**config.mk**
```make
export PLATFORM = sky130hd
export DESIGN_NAME = ro_puf_pair_eval
export DESIGN_NICKNAME = d
export VERILOG_FILES = /design/src/rtl/ro_puf_pkg.sv /design/src/rtl/ro_edge_counter.sv /design/src/rtl/ro_puf_pair_eval.sv
export SDC_FILE = /design/constraint.sdc
export NUM_CORES = 1
export LEC_CHECK = 0
export CAP_MARGIN = 0
export CORE_MARGIN = 3
export CORE_UTILIZATION = 29
export CTS_BUF_LIST = sky130_fd_sc_hd__clkbuf_16
export DETAILED_ROUTE_END_ITERATION = 7
export HOLD_SLACK_MARGIN = 0.02
export PLACE_DENSITY_LB_ADDON = 0.12
export SLEW_MARGIN = 0
export SYNTH_ARGS = -nofsm -noshare
export SYNTH_HDL_FRONTEND = slang
export SYNTH_SLANG_ARGS = --single-unit
```
**constraint.sdc**
```tcl
create_clock -name clk -period 8.6 [get_ports clk]
set_clock_uncertainty 0.05 [all_clocks]
set_input_delay 0.86 -clock clk [delete_from_list [all_inputs] [get_ports clk]]
set_output_delay 0.86 -clock clk [all_outputs]
set_load 0.05 [all_outputs]
```
**src/rtl/ro_puf_pkg.sv**
```systemverilog
// Shared types and constants for the ring-oscillator pair evaluator.
package ro_puf_pkg;

  localparam int unsigned SYNC_STAGES = 2;
  localparam int unsigned DEF_CNT_W   = 16;
  localparam int unsigned DEF_WIN_W   = 16;

  typedef enum logic [2:0] {
    IDLE    = 3'd0,
    SETTLE  = 3'd1,
    COUNT   = 3'd2,
    COMPARE = 3'd3,
    DONE    = 3'd4
  } state_t;

endpackage

```
**src/rtl/ro_edge_counter.sv**
```systemverilog
// Selects one oscillator of a group, synchronises it to clk and counts its
// rising edges with a saturating counter.
module ro_edge_counter
  import ro_puf_pkg::*;
#(
  parameter int unsigned N_RO  = 8,
  parameter int unsigned CNT_W = DEF_CNT_W
) (
  input  logic                    clk,
  input  logic                    rst,
  input  logic [N_RO-1:0]         ro,
  input  logic [$clog2(N_RO)-1:0] sel,
  input  logic                    clr,
  input  logic                    en,
  output logic [CNT_W-1:0]        count,
  output logic                    sat
);

  localparam logic [CNT_W-1:0] CNT_MAX = '1;

  logic                   ro_sel;
  logic [SYNC_STAGES-1:0] sync;
  logic                   prev;
  logic                   rise;

  always_comb begin
    ro_sel = ro[sel];
    rise   = sync[SYNC_STAGES-1] & ~prev;
  end

  always_ff @(posedge clk) begin
    if (rst) begin
      sync <= '0;
      prev <= 1'b0;
    end else begin
      sync <= {sync[SYNC_STAGES-2:0], ro_sel};
      prev <= sync[SYNC_STAGES-1];
    end
  end

  // sat marks the counter having reached full scale, not only an overflow attempt
  always_ff @(posedge clk) begin
    if (rst || clr) begin
      count <= '0;
      sat   <= 1'b0;
    end else if (en && rise) begin
      if (count != CNT_MAX) count <= count + CNT_W'(1);
      if (count >= CNT_MAX - CNT_W'(1)) sat <= 1'b1;
    end
  end

endmodule

```
**src/rtl/ro_puf_pair_eval.sv**
```systemverilog
// Challenge-selected RO pair evaluation: settle, count over a window,
// compare and hold the response bit with the raw counts.
module ro_puf_pair_eval
  import ro_puf_pkg::*;
#(
  parameter int unsigned N_RO       = 8,
  parameter int unsigned CNT_W      = DEF_CNT_W,
  parameter int unsigned WIN_W      = DEF_WIN_W,
  parameter int unsigned SETTLE_CYC = 16
) (
  input  logic                    clk,
  input  logic                    rst,
  input  logic                    start,
  input  logic [$clog2(N_RO)-1:0] sel_a,
  input  logic [$clog2(N_RO)-1:0] sel_b,
  input  logic [WIN_W-1:0]        window_len,
  input  logic [N_RO-1:0]         ro_a,
  input  logic [N_RO-1:0]         ro_b,
  output logic                    ro_en,
  output logic                    busy,
  output logic                    done,
  output logic                    response,
  output logic                    tie,
  output logic                    sat,
  output logic [CNT_W-1:0]        count_a,
  output logic [CNT_W-1:0]        count_b
);

  localparam int unsigned SEL_W = $clog2(N_RO);
  localparam logic [WIN_W-1:0] SETTLE_LAST = WIN_W'(SETTLE_CYC - 1);

  state_t           state;
  logic [SEL_W-1:0] sel_a_q;
  logic [SEL_W-1:0] sel_b_q;
  logic [WIN_W-1:0] win_q;
  logic [WIN_W-1:0] tmr;
  logic             accept;
  logic             cnt_en;
  logic [CNT_W-1:0] cnt_a;
  logic [CNT_W-1:0] cnt_b;
  logic             sat_a;
  logic             sat_b;

  always_comb begin
    accept = (state == IDLE) && start;
    cnt_en = (state == COUNT);
    ro_en  = (state == SETTLE) || (state == COUNT);
    busy   = (state != IDLE);
  end

  always_ff @(posedge clk) begin
    if (rst) begin
      state   <= IDLE;
      tmr     <= '0;
      sel_a_q <= '0;
      sel_b_q <= '0;
      win_q   <= '0;
    end else begin
      case (state)
        IDLE: begin
          if (start) begin
            sel_a_q <= sel_a;
            sel_b_q <= sel_b;
            win_q   <= window_len;
            tmr     <= '0;
            state   <= SETTLE;
          end
        end
        SETTLE: begin
          if (tmr == SETTLE_LAST) begin
            tmr   <= '0;
            state <= (win_q == '0) ? COMPARE : COUNT;
          end else begin
            tmr <= tmr + WIN_W'(1);
          end
        end
        COUNT: begin
          if (tmr == win_q - WIN_W'(1)) state <= COMPARE;
          else                          tmr   <= tmr + WIN_W'(1);
        end
        COMPARE: state <= DONE;
        DONE:    state <= IDLE;
        default: state <= IDLE;
      endcase
    end
  end

  ro_edge_counter #(.N_RO(N_RO), .CNT_W(CNT_W)) u_cnt_a (
    .clk   (clk),
    .rst   (rst),
    .ro    (ro_a),
    .sel   (sel_a_q),
    .clr   (accept),
    .en    (cnt_en),
    .count (cnt_a),
    .sat   (sat_a)
  );

  ro_edge_counter #(.N_RO(N_RO), .CNT_W(CNT_W)) u_cnt_b (
    .clk   (clk),
    .rst   (rst),
    .ro    (ro_b),
    .sel   (sel_b_q),
    .clr   (accept),
    .en    (cnt_en),
    .count (cnt_b),
    .sat   (sat_b)
  );

  // done is registered off DONE so it lands the cycle the FSM is back in IDLE
  always_ff @(posedge clk) begin
    if (rst) begin
      done     <= 1'b0;
      response <= 1'b0;
      tie      <= 1'b0;
      sat      <= 1'b0;
      count_a  <= '0;
      count_b  <= '0;
    end else begin
      done <= (state == DONE);
      if (accept) begin
        response <= 1'b0;
        tie      <= 1'b0;
        sat      <= 1'b0;
        count_a  <= '0;
        count_b  <= '0;
      end else if (state == COMPARE) begin
        response <= (cnt_a > cnt_b);
        tie      <= (cnt_a == cnt_b);
        sat      <= sat_a | sat_b;
        count_a  <= cnt_a;
        count_b  <= cnt_b;
      end
    end
  end

endmodule

```
# Yosys cells after proc, flatten, opt, wreduce, memory -nomap -nowiden
# Cells that the tools add are included.
[word_totals]
regBits = 117
word_cells = 76
input_bits = 41
output_inout_bits = 38
[classes]
muxes = 13
addsub = 4
n_lt_le_gt_ge = 5
reduce_logical = 17
n_eq_ne = 13
bitwise_logic = 5
[op_table]
columns = ["operator", "count"]
rows = [
  ["adder 16 x 1 -> 16 bit (second input constant)", 3],
  ["two-way mux 16 bit", 3],
  ["case mux 16 bit (3 select lines)", 1],
  ["== test 16 bit", 2],
  [">= comparator 16 bit (second input constant)", 2],
  ["inequality test 16 bit (second input constant)", 2],
  ["== test 16 x 4 -> 1 bit (second input constant)", 1],
  ["greater-than comparator 16 bit", 1],
  ["zero test 16 bit", 1],
  ["subtractor 16 x 1 -> 16 bit (second input constant)", 1],
  ["case mux 3 bit (4 select lines)", 1],
  ["AND reduction 2 bit", 5],
  ["two-way mux 3 bit", 3],
  ["less-than comparator 3 x 4 -> 1 bit (second input constant)", 2],
  ["binary-select mux 1 bit (select 3 bit)", 2],
  ["== test 3 x 2 -> 1 bit (second input constant)", 2],
  ["inequality test 2 bit (second input constant)", 3],
  ["AND reduction 3 bit", 2],
  ["nonzero test 3 bit", 2],
  ["== test 3 x 1 -> 1 bit (second input constant)", 1],
  ["== test 3 bit (second input constant)", 1],
  ["logical AND 1 bit", 3],
  ["zero test 3 bit", 1],
  ["two-way mux 1 bit", 3],
  ["other kinds (6)", 9],
]

# Depth between registers and ports, before layout
[depth]
depth_word = 4
mapped_depth = 13

# By module
# A second synthesis with hierarchy kept.
[hier_totals]
cells_unflattened = 751
hier_area_um2 = 6150.9
[modules_own_cells]
columns = ["module", "area_per_inst_um2", "n_inst", "cells_each"]
rows = [
  ["ro_puf_pair_eval", 4071.4, 1, 525],
  ["ro_edge_counter", 1039.7, 2, 113],
]

# Least setup slack after synthesis
# Ideal clock, no wire load.
[synth_timing]
path_type = "register -> register"
from = "register win_q[0]"
to = "register tmr[13]"
setup_ns = 0.119
period_less_slack_ns = 3.160
path_stages_with_launch = 13
setup_slack_ns = 5.440
arrival_time_ns = 2.990
n_path_buf = 3
cell_sequence = "dfxtp_1 > clkbuf_1 > inv_1 > ha_1 > clkbuf_1 > nand3b_1 > a21oi_1 > or3b_2 > a2111o_1 > o41ai_4 > buf_6 > a21oi_2 > mux2i_1"
[synth_via]
elab_chain_cells = 4
[synth_rtl]
columns = ["item", "line_no", "text"]
rows = [
  ["start: declaration", "ro_puf_pair_eval.sv:35", "logic [WIN_W-1:0] win_q;"],
  ["start signal: assignment", "ro_puf_pair_eval.sv:64", "win_q <= window_len;"],
  ["subtractor 16 x 1 -> 16 bit", "ro_puf_pair_eval.sv:78", "if (tmr == win_q - WIN_W'(1)) state <= COMPARE;"],
  ["== test 16 bit", "ro_puf_pair_eval.sv:78", ""],
  ["inequality test 2 bit (no source line)", "-", ""],
  ["AND reduction 3 bit (no source line)", "-", ""],
  ["end signal: assignment", "ro_puf_pair_eval.sv:74", "tmr <= tmr + WIN_W'(1);"],
  ["end signal: assignment", "ro_puf_pair_eval.sv:79", "else tmr <= tmr + WIN_W'(1);"],
  ["end: declaration", "ro_puf_pair_eval.sv:36", "logic [WIN_W-1:0] tmr;"],
]
# Every way passes these cells.
# A chain may end at the register's enable or synchronous reset.

# Worst setup path in the final report
[layout_timing]
from = "register win_q[2]"
to = "register tmr[9]"
# The elaborated chain is that of the path after synthesis.

==> impl_metrics.toml <==
[synthesis]
yosysWarnings = 0
ys.flop_type = "dfxtp_1"
synth_largest_area_cell = "dfxtp_1"
synth_cell_types = 54
syn-num-nets = 787
async_reset_ff_share_pct = 0
netlist_instances = 724
yosysSeqAreaShare_pct = 39.7
syn_area_per_cell_sq_um = 8.14
ys_seq_elements = 117
synth_top_area_share_pct = 39.7
synthesis.area_sq_um = 5890
synthTopCellsByArea = "dfxtp_1 (40%), nand2_1 (9.0%), a21oi_1 (6.0%)"
synth_edf_count = 0

[placement]
pre_cts_slack_ps = 4770
routabilityCongestion = 0.822
hpwl_mm = 10.5
io_buffers = 78

[setup_path]
cp_max_fo = 19
cp.required_ps = 8820
worstSetupPathType = "register to register"
crit_arrival_ps = 4070
cp-end-kind = "register"
start_kind = "register"

[power]
swShare_pct = 24.9
p_sw_uw = 329
p_comb_share_pct = 8.2
power_frac_clock_pct = 49.3
leakage_uw = 0.00253
power_density_nw_per_um2 = 177
p_int_uw = 994
finalPower_uw = 1320
peakVddDrop_mv = 0.133
pwr-share-seq_pct = 42.5

[drt]
detail_route.wl_per_cell_microns = 13.7
drc = 0
via_count = 5077
routed_via_density = 4.74
final_antenna_net_count = 0
dr.pass1.iters = 4
drt_wl_total_mm = 14.7
drt_iter0_drc = 200

[hold_path]
min_path_type = "register to register"

[floorplan]
coreArea_sq_um = 19700
rows = 51
dieArea_sq_um = 22100
io_pins = 79
start_util_pct = 29.9
die_y_microns = 149
die_w_microns = 149

[clocking]
clkSlewWorstSetupHoldPaths_ps = 60
htreeDepth = 4
cts.sinks = 117
clock-root-buffer = "clkbuf_16"
cts_made_buffers = 17
cts_resized = 0
tritoncts = "done"
post_cts_buffers = 0
clock_latency_ps = 420
cts_buffer_depth = 2
hold_buffers = 0

[global_route]
gr-total-overflow = 0
grt_pass1_vias = 5028
grt_usage_pct = 13.8
grt_max_degree = 70
grt_pass1_wl_mm = 24.7
antenna_found_initial = 0

[final_layout]
final_cell_mix = "nand2_1 (142), dfxtp_1 (117), clkdlybuf4s50_1 (78), a21oi_1 (70), nor2_1 (65)"
fillers = 2006
final_nets = 855
mostFrequentLayoutCell = "nand2_1"
antennaDiodeCount = 0
syn_to_final_growth_pct = 26.6
drive_above_1_share_pct = 7.08

[timing]
setup_violations = 0
period_needed_ps = 3850
tightest_slew_ps = 1140
rsz0062_at_grt = "false"
final_hold_viol_count = 0
timing.final.ws_setup_ps = 4750
max_freq_mhz = 260
period_share_pct = 44.8
tns_ps = 0
relSlewSlack_pct = 23.9
slew_viol_final = 0

[outcome]
status = "finished clean"

[job]
cap_violations = 0
power by group through the flow:
stage / sequential [uW] / clock (uW) / combinational, uW
final: 562 / 653 / 109
after global routing: 563 / 697 / 120
after CTS: 562 / 670 / 110
after detailed placement: 573 / 0 / 109
after global placement: 573 / 0 / 107
after floorplan: 570 / 0 / 76.0
cell usage after synthesis (4+ instances only):
master    instances
a211oi_1          4
a21oi_1          71
a21oi_2           5
and3_1           12
and4_1            6
clkbuf_1         30
dfxtp_1         117
ha_1             22
inv_1            25
mux2i_1          13
mux4_2            4
nand2_1         142
nand2b_1         14
nand3_1          24
nand3b_1          4
nand4_1           9
nor2_1           65
nor2b_1          10
nor3_1           17
nor4_1            6
o21a_1            6
o21ai_0           9
or3_1             8
xnor2_1          35
xor2_1           16
sequential cells by signal (all words and copies together) (netlist names), 3 cells and up:
signal and flops:
count_a 16, u_cnt_b.count 16, count_b 16, sel_b_q 3
u_cnt_a.count 16, tmr 16, sel_a_q 3, win_q 16
state 3
kinds of logic after synthesis:
kind of cell	after synthesis	share of synthesized area, %
xor+xnor	51	7.58
fa+ha+maj	22	4.67
simple gates	333	27.0
buf+inv	60	4.08
flops	117	39.7
compound gates	123	13.0
mux	18	3.93
stage by stage:
step | std cells | util (%) | instance area, sq um | hold WS, ps
after floorplan | 724 | - | 5890 | 364
after global placement | 1038 | 35.1 | 6920 | 378
after detailed placement | 1038 | 35.1 | 6920 | 377
after CTS | 1070 | 37.8 | 7460 | 391
after global routing | 1070 | 37.8 | 7460 | 407
final | 1070 | 37.8 | 7460 | 389
cell type report:
cell class	instances	area [sq um]	area share, %
inverters	25	93.8	1.26
multi-input cells	547	3320	44.5
clock inverters	15	118	1.58
flip-flops and latches	117	2340	31.4
repair buffers	84	826	11.1
well taps	265	332	4.45
clock buffers	17	425	5.70
worst max-delay path, stage by stage, from the launching register on:
cell,delay (ps)
dfxtp_1,370
nor4_4,500
nand2_4,130
or4_2,640
xnor2_1,150
a2111o_1,350
o41ai_4,1050
and2_2,340
o32ai_1,100
worst paths after layout:
kind | start | to | slack, ps | cells past startpoint
hold / removal | u_cnt_b.sync[0] | u_cnt_b.sync[1] | 390 | 1
hold reg to reg | u_cnt_b.sync[0] | u_cnt_b.sync[1] | 390 | 1
setup reg to reg | win_q[2] | tmr[9] | 4750 | 8
setup / recovery | win_q[2] | tmr[9] | 4750 | 8
layer usage:
layer | vias to the layer above | global-route usage [%] | wire, microns
met5 | - | 0 | 0
met2 | 103 | 20.5 | 6190
met1 | 2341 | 19.3 | 7650
met4 | 0 | 4.34 | 192
met3 | 16 | 4.11 | 643
li1 | 2617 | - | -
Note: power is estimated with default switching activity, not from simulation.
==> patch 1, RTL diff (same settings) <==
Encoding of `state_t`: now one-hot (5 bits for 5 states).
--- a/src/rtl/ro_puf_pkg.sv
+++ b/src/rtl/ro_puf_pkg.sv
@@ -7,8 +7,8 @@
 
-  typedef enum logic [2:0] {
-    IDLE    = 3'd0,
-    SETTLE  = 3'd1,
-    COUNT   = 3'd2,
-    COMPARE = 3'd3,
-    DONE    = 3'd4
+  typedef enum logic [4:0] {
+    IDLE    = 5'b00001,
+    SETTLE  = 5'b00010,
+    COUNT   = 5'b00100,
+    COMPARE = 5'b01000,
+    DONE    = 5'b10000
   } state_t;
Formal check against the unedited RTL: no difference found for any inputs over 10 cycles, from zero or initial values and one cycle with rst high; not proved beyond that.
==> patch 1 against the unedited design <==
- sequential cell count rose by 2
- power grew 9.5%
- count of clock-buffer cells in the layout unchanged
- core utilization about the same
- cell area is 0.32% higher
- critical path depth fell by 4
- worst setup slack improved by 250 ps
- routed wire length rose by 5.8%
- synthesized area is 0.74% higher
- largest power group unchanged
==> patch 1: results (changes against the unedited design) <==
{| class="wikitable"
! Metric !! Value
|-
| Run status || completed
|-
| Capture instance of the worst register-to-register path || tmr[13]$_SDFFE_PP0P_
|-
| Launch point of the critical path || state[2]$_SDFFE_PP0P_
|-
| Top cells by area in the synthesized netlist || sky130_fd_sc_hd__dfxtp_1, sky130_fd_sc_hd__nand2_1, sky130_fd_sc_hd__a21oi_1
|-
| Flop-to-flop setup slack || 5010 ps (+260 ps)
|-
| Global-route wire length before repair || 25,800 um (+4.5%)
|-
| Post-CTS Resized || 0 (unchanged)
|-
| Leakage power || 0.00250 uW (-1.0%)
|-
| Total GRT Usage || 14.5% (+0.66 points)
|-
| Non-Clock Buffer Count || 82 (-2.4%)
|-
| Number of global-route vias before repair || 5,047 (+0.38%)
|-
| Share of flip-flops with an asynchronous set or reset after synthesis || 0% (unchanged)
|-
| Global placement routability congestion || 0.840 (+2.2%)
|-
| Netlist cell types || 59 (+9.3%)
|-
| TritonCTS Sinks || 119 (+1.7%)
|-
| Top post-synthesis cells by count || sky130_fd_sc_hd__nand2_1, sky130_fd_sc_hd__dfxtp_1, sky130_fd_sc_hd__a21oi_1
|-
| DRC marker count from the first detailed-route iteration || 355 (+78%)
|-
| Hold Worst Slack || 391 ps (+1.55 ps)
|-
| Worst Hold End || u_cnt_a.sync[1]$_SDFF_PP0_
|-
| Non-clock inverter total of the final layout || 27 (+8.0%)
|-
| Non-clock buffer share of cell area || 10.8% (-0.24 points)
|-
| Worst Hold Class || register to register
|-
| Endpoint arrival time on the critical path || 2690 ps (-1380 ps)
|-
| Source of the worst register-to-register timing path || win_q[4]$_SDFFE_PP0P_
|-
| Final HPWL from detailed placement || 11,100 um (+6.2%)
|-
| Fillers || 2,077 (+3.5%)
|-
| Worst hold start || u_cnt_a.sync[0]$_SDFF_PP0_
|-
| Sequential-to-total area share from yosys stat || 40.1% (+0.38 points)
|-
| Measured slew at the worst slew-check pin || 980 ps (-158 ps)
|-
| Termination of the worst setup path || ro_en
|-
| Number of cells on the worst reg-to-reg path || 8 (unchanged)
|-
| Share of layout cells above drive strength 1 || 7.82% (+0.74 points)
|-
| Multi-input gates || 546 (-0.18%)
|-
| Setup-violating endpoint count in the final report || 0 (unchanged)
|-
| Sequential fraction of total cell area || 31.8% (+0.44 points)
|-
| Max rail drop VDD || 138 uV (+3.8%)
|-
| Detailed-routing iteration count for the pre-antenna-repair pass || 6 (+2)
|-
| Share of the final layout cell area in multi-input gates || 43.8% (-0.73 points)
|-
| Vias || 5,242 (+3.2%)
|-
| Nets in the synthesized netlist || 794 (+0.89%)
|-
| Total length of routed wires || 15,500 um (+5.8%)
|-
| Clock buffers and inverters, area share || 7.73% (+0.45 points)
|-
| Placed Instance Area || 6900 um2 (-0.16%)
|-
| Number of nets in the final layout || 857 (+0.23%)
|-
| Internal power || 1060 uW (+6.6%)
|}
patch 1: cell types whose count changed after synthesis, sizes merged, moves of 5 or more:
cell | unedited run | this run
o21ai | 10 | 25
or3 | 8 | 22
nor2 | 65 | 53
mux2i | 13 | 2
or4 | 1 | 12
a21oi | 76 | 86
nand2b | 14 | 4
nand3 | 24 | 16
a21boi | 5 | 0
nor3 | 17 | 12
xnor2 | 35 | 30
patch 1: routing by layer:
metal	up-vias	GRT usage, %	part of all wire, %
met2	120	21.2	43
li1	2656	-	-
met5	-	0	0
met3	16	3.56	4.3
met4	0	5.08	1.5
met1	2450	20.7	51
patch 1: critical path, cell delays in order, from the launching register on:
cell and delay, ps:
sky130_fd_sc_hd__dfxtp_1 340, sky130_fd_sc_hd__or3_1 390, sky130_fd_sc_hd__nor3b_1 530, sky130_fd_sc_hd__nand2b_1 190, sky130_fd_sc_hd__clkdlybuf4s50_1 820
patch 1: power groups by stage:
stage	Combinational (uW)	Sequential (uW)	Clock, uW
2_1_floorplan	132	587	0
3_3_place_gp	167	594	0
3_5_place_dp	167	595	0
4_1_cts	168	583	718
5_1_grt	185	585	744
6_report	166	583	699
patch 1: cells by family after synthesis:
logic type      after synthesis  share of synthesized area (%)
buf+inv                      65                           4.70
compound gates              143                           14.8
mux                           6                           1.85
flops                       119                           40.1
fa+ha+maj                    23                           4.85
xor+xnor                     45                           6.77
simple gates                329                           26.9
patch 1: through the flow:
| stage | cells | power [uW] | setup WS, ps | utilization, % |
|---|---|---|---|---|
| after CTS | 1071 | 1470 | 4970 | 37.8 |
| after global placement | 1039 | 761 | 5120 | 34.9 |
| final | 1071 | 1450 | 5000 | 37.8 |
| after global routing | 1071 | 1510 | 4710 | 37.8 |
| after floorplan | 730 | 720 | 5440 | - |
| after detailed placement | 1039 | 762 | 5030 | 34.9 |
==> patch 2, RTL diff (config.mk and constraints unchanged) <==
Made on the original files. Set the package constant `DEF_WIN_W` to 24 (it was 16).
--- a/src/rtl/ro_puf_pkg.sv
+++ b/src/rtl/ro_puf_pkg.sv
@@ -5,3 +5,3 @@
   localparam int unsigned DEF_CNT_W   = 16;
-  localparam int unsigned DEF_WIN_W   = 16;
+  localparam int unsigned DEF_WIN_W   = 24;
 
Interface: changed (resized window_len); port bits go from 79 to 87. No check against the original RTL was run, so the function may have changed too.
==> patch 2 against the unedited design <==
- non-clock buffer count increased by 7
- worst setup slack got worse by 230 ps
- core utilization decreased by 0.73 points
- synthesized area up 15%
- first-iteration DRC count is 59% higher
- cell area up 14%
- sequential cell count is 16 higher
- power increased by 15%
- global-route usage grew 0.38 points
- hold slack about the same
- maximum frequency is 5.6% lower
- clock power increased by 12%
- routed wire length increased by 24%
- critical path type unchanged
- largest power group unchanged
- highest routed layer unchanged
==> patch 2: results (changes against the unedited design) <==
{| class="wikitable"
! Metric !! Value
|-
| Share of flip-flops with an asynchronous set or reset after synthesis || 0% (unchanged)
|-
| Number of antenna violations at the first check in global routing || 0 (unchanged)
|-
| Max rail drop VDD || 100 uV (-25%)
|-
| Top cells by area in the synthesized netlist || sky130_fd_sc_hd__dfxtp_1, sky130_fd_sc_hd__nand2_1, sky130_fd_sc_hd__a21oi_1
|-
| Post-Synth Adder-Cell Area || 4.05% (-0.62 points)
|-
| Maximum number of pins on one net before global-route repair || 60 (-14%)
|-
| Setup Fix Bufs, Post-CTS || 0 (unchanged)
|-
| Maximum level of the CTS H-tree || 4 (unchanged)
|-
| Launch point of the critical path || win_q[0]$_SDFFE_PP0P_
|-
| Number of violations of the max-capacitance limit || 0 (unchanged)
|-
| Post-synthesis mux area share || 1.77% (-2.2 points)
|-
| Run status || completed
|-
| Share of layout cells above drive strength 1 || 6.78% (-0.30 points)
|-
| Clk_lat worst skew || 430 ps
|-
| CTS Buf Count || 17 (unchanged)
|-
| Endpoint arrival time on the critical path || 4300 ps (+230 ps)
|-
| Worst hold start || u_cnt_b.sync[0]$_SDFF_PP0_
|-
| Maximum fanout encountered on the critical timing path || 35 (+16)
|-
| Final count of pins violating max slew || 0 (unchanged)
|-
| Top post-synthesis cells by count || sky130_fd_sc_hd__nand2_1, sky130_fd_sc_hd__dfxtp_1, sky130_fd_sc_hd__a21oi_1
|-
| Post-CTS Resized || 0 (unchanged)
|-
| Complex-gate fraction of the synthesized area || 16.8% (+3.8 points)
|-
| Number of antenna cells inserted || 0 (unchanged)
|-
| Number of nets in the final layout || 973 (+14%)
|-
| Wirelength per Cell || 14.8 um (+7.7%)
|-
| Fillers || 2,429 (+21%)
|-
| Largest registers ranked by flip-flop count || tmr: 24 flops, win_q: 24 flops
|-
| I/O Buffers || 86 (+10%)
|-
| Synth Warn # || 0 (unchanged)
|-
| Measured slew at the worst slew-check pin || 1100 ps (-38.0 ps)
|-
| Most used flip-flop cell after synthesis || sky130_fd_sc_hd__dfxtp_1
|-
| Clock Pin Slew Worst Setup and Hold Paths || 70 ps
|-
| Maximum clock path buffer count || 2 (unchanged)
|-
| Final HPWL from detailed placement || 12,800 um (+22%)
|-
| Worst Hold Class || register to register
|-
| Global-route wire length before repair || 29,700 um (+20%)
|-
| Sequential-to-total area share from yosys stat || 39.2% (-0.56 points)
|-
| Nets in the synthesized netlist || 908 (+15%)
|-
| Leakage power || 0.00286 uW (+13%)
|-
| Netlist cell types || 65 (+20%)
|-
| Number of global-route vias before repair || 5,630 (+12%)
|-
| Global placement routability congestion || 0.788 (-4.2%)
|-
| Ratio of routed vias to standard cells || 4.89 (+3.0%)
|-
| Xor and xnor fraction of the mapped netlist area || 6.68% (-0.90 points)
|-
| DRC marker count from the first detailed-route iteration || 317 (+59%)
|-
| Detailed-routing iteration count for the pre-antenna-repair pass || 4 (unchanged)
|-
| Buffer cell driving the clock tree root || sky130_fd_sc_hd__clkbuf_16
|-
| Total GRT Usage || 14.2% (+0.38 points)
|}
==> patch 2: cell count changes in the layout (fill, tap and decap cells not counted), sizes merged, moves of 11 or more <==
cell and delta:
or4 +17, a21oi +22, nor2 -15, or3 +13, dfxtp +16, nand2 +11
o21ai +15
==> patch 2: layout make-up <==
class	count	share of cell area, %
Clock buffer	17	5.02
Sequential cell	133	31.4
Clock inverter	15	1.98
Multi-Input combinational cell	630	45.1
Tap cell	313	4.62
Timing Repair Buffer	91	10.5
Inverter	29	1.28
==> patch 2: layer usage <==
metal	vias to the layer above	GRT usage (%)	routed length, um
met4	0	3.78	238
li1	3104	-	-
met2	124	20.7	7500
met1	2755	20.9	9470
met5	-	0	0
met3	16	3.41	933
==> patch 2: final timing paths <==
check	end	depth (start not counted)	slack [ps]
worst max-delay path	tmr[19]$_SDFFE_PP0P_	11	4520
worst min-delay path	u_cnt_b.sync[1]$_SDFF_PP0_	1	390
worst max register to register	tmr[19]$_SDFFE_PP0P_	11	4520
worst min register to register	u_cnt_b.sync[1]$_SDFF_PP0_	1	390
==> patch 2: logic make-up after synthesis <==
logic type | after synthesis
simple gates | 368
mux | 7
buf+inv | 74
fa+ha+maj | 22
compound gates | 182
flops | 133
xor+xnor | 51
==> patch 2: stage by stage <==
step / setup slack (ps) / area (um2) / power (uW) / hold WS, ps / std cells
2_1_floorplan: 4830 / 6800 / 753 / 364 / 837
3_3_place_gp: 4640 / 7880 / 802 / 366 / 1196
3_5_place_dp: 4560 / 7880 / 801 / 378 / 1196
4_1_cts: 4530 / 8470 / 1540 / 393 / 1228
5_1_grt: 4280 / 8470 / 1580 / 418 / 1228
6_report: 4520 / 8470 / 1520 / 389 / 1228
==> patch 2: report_power, final <==
part | internal (uW) | leakage (uW) | switching [uW] | total, uW
clock network | 412 | 0.000279 | 319 | 731
logic | 64.2 | 0.00150 | 78.1 | 142
registers | 628 | 0.00108 | 16.0 | 644
total | 1100 | 0.00286 | 413 | 1520
==> patch 2: worst max-delay path, cell delays in order (launching register included) <==
cell and delay, ps:
sky130_fd_sc_hd__dfxtp_1 350, sky130_fd_sc_hd__inv_1 70, sky130_fd_sc_hd__ha_1 270, sky130_fd_sc_hd__or4b_1 560
sky130_fd_sc_hd__or4_1 540, sky130_fd_sc_hd__or3_1 380, sky130_fd_sc_hd__a22o_1 240, sky130_fd_sc_hd__or4b_4 590
sky130_fd_sc_hd__o31ai_4 250, sky130_fd_sc_hd__buf_4 380, sky130_fd_sc_hd__or4_1 180, sky130_fd_sc_hd__a21oi_1 60
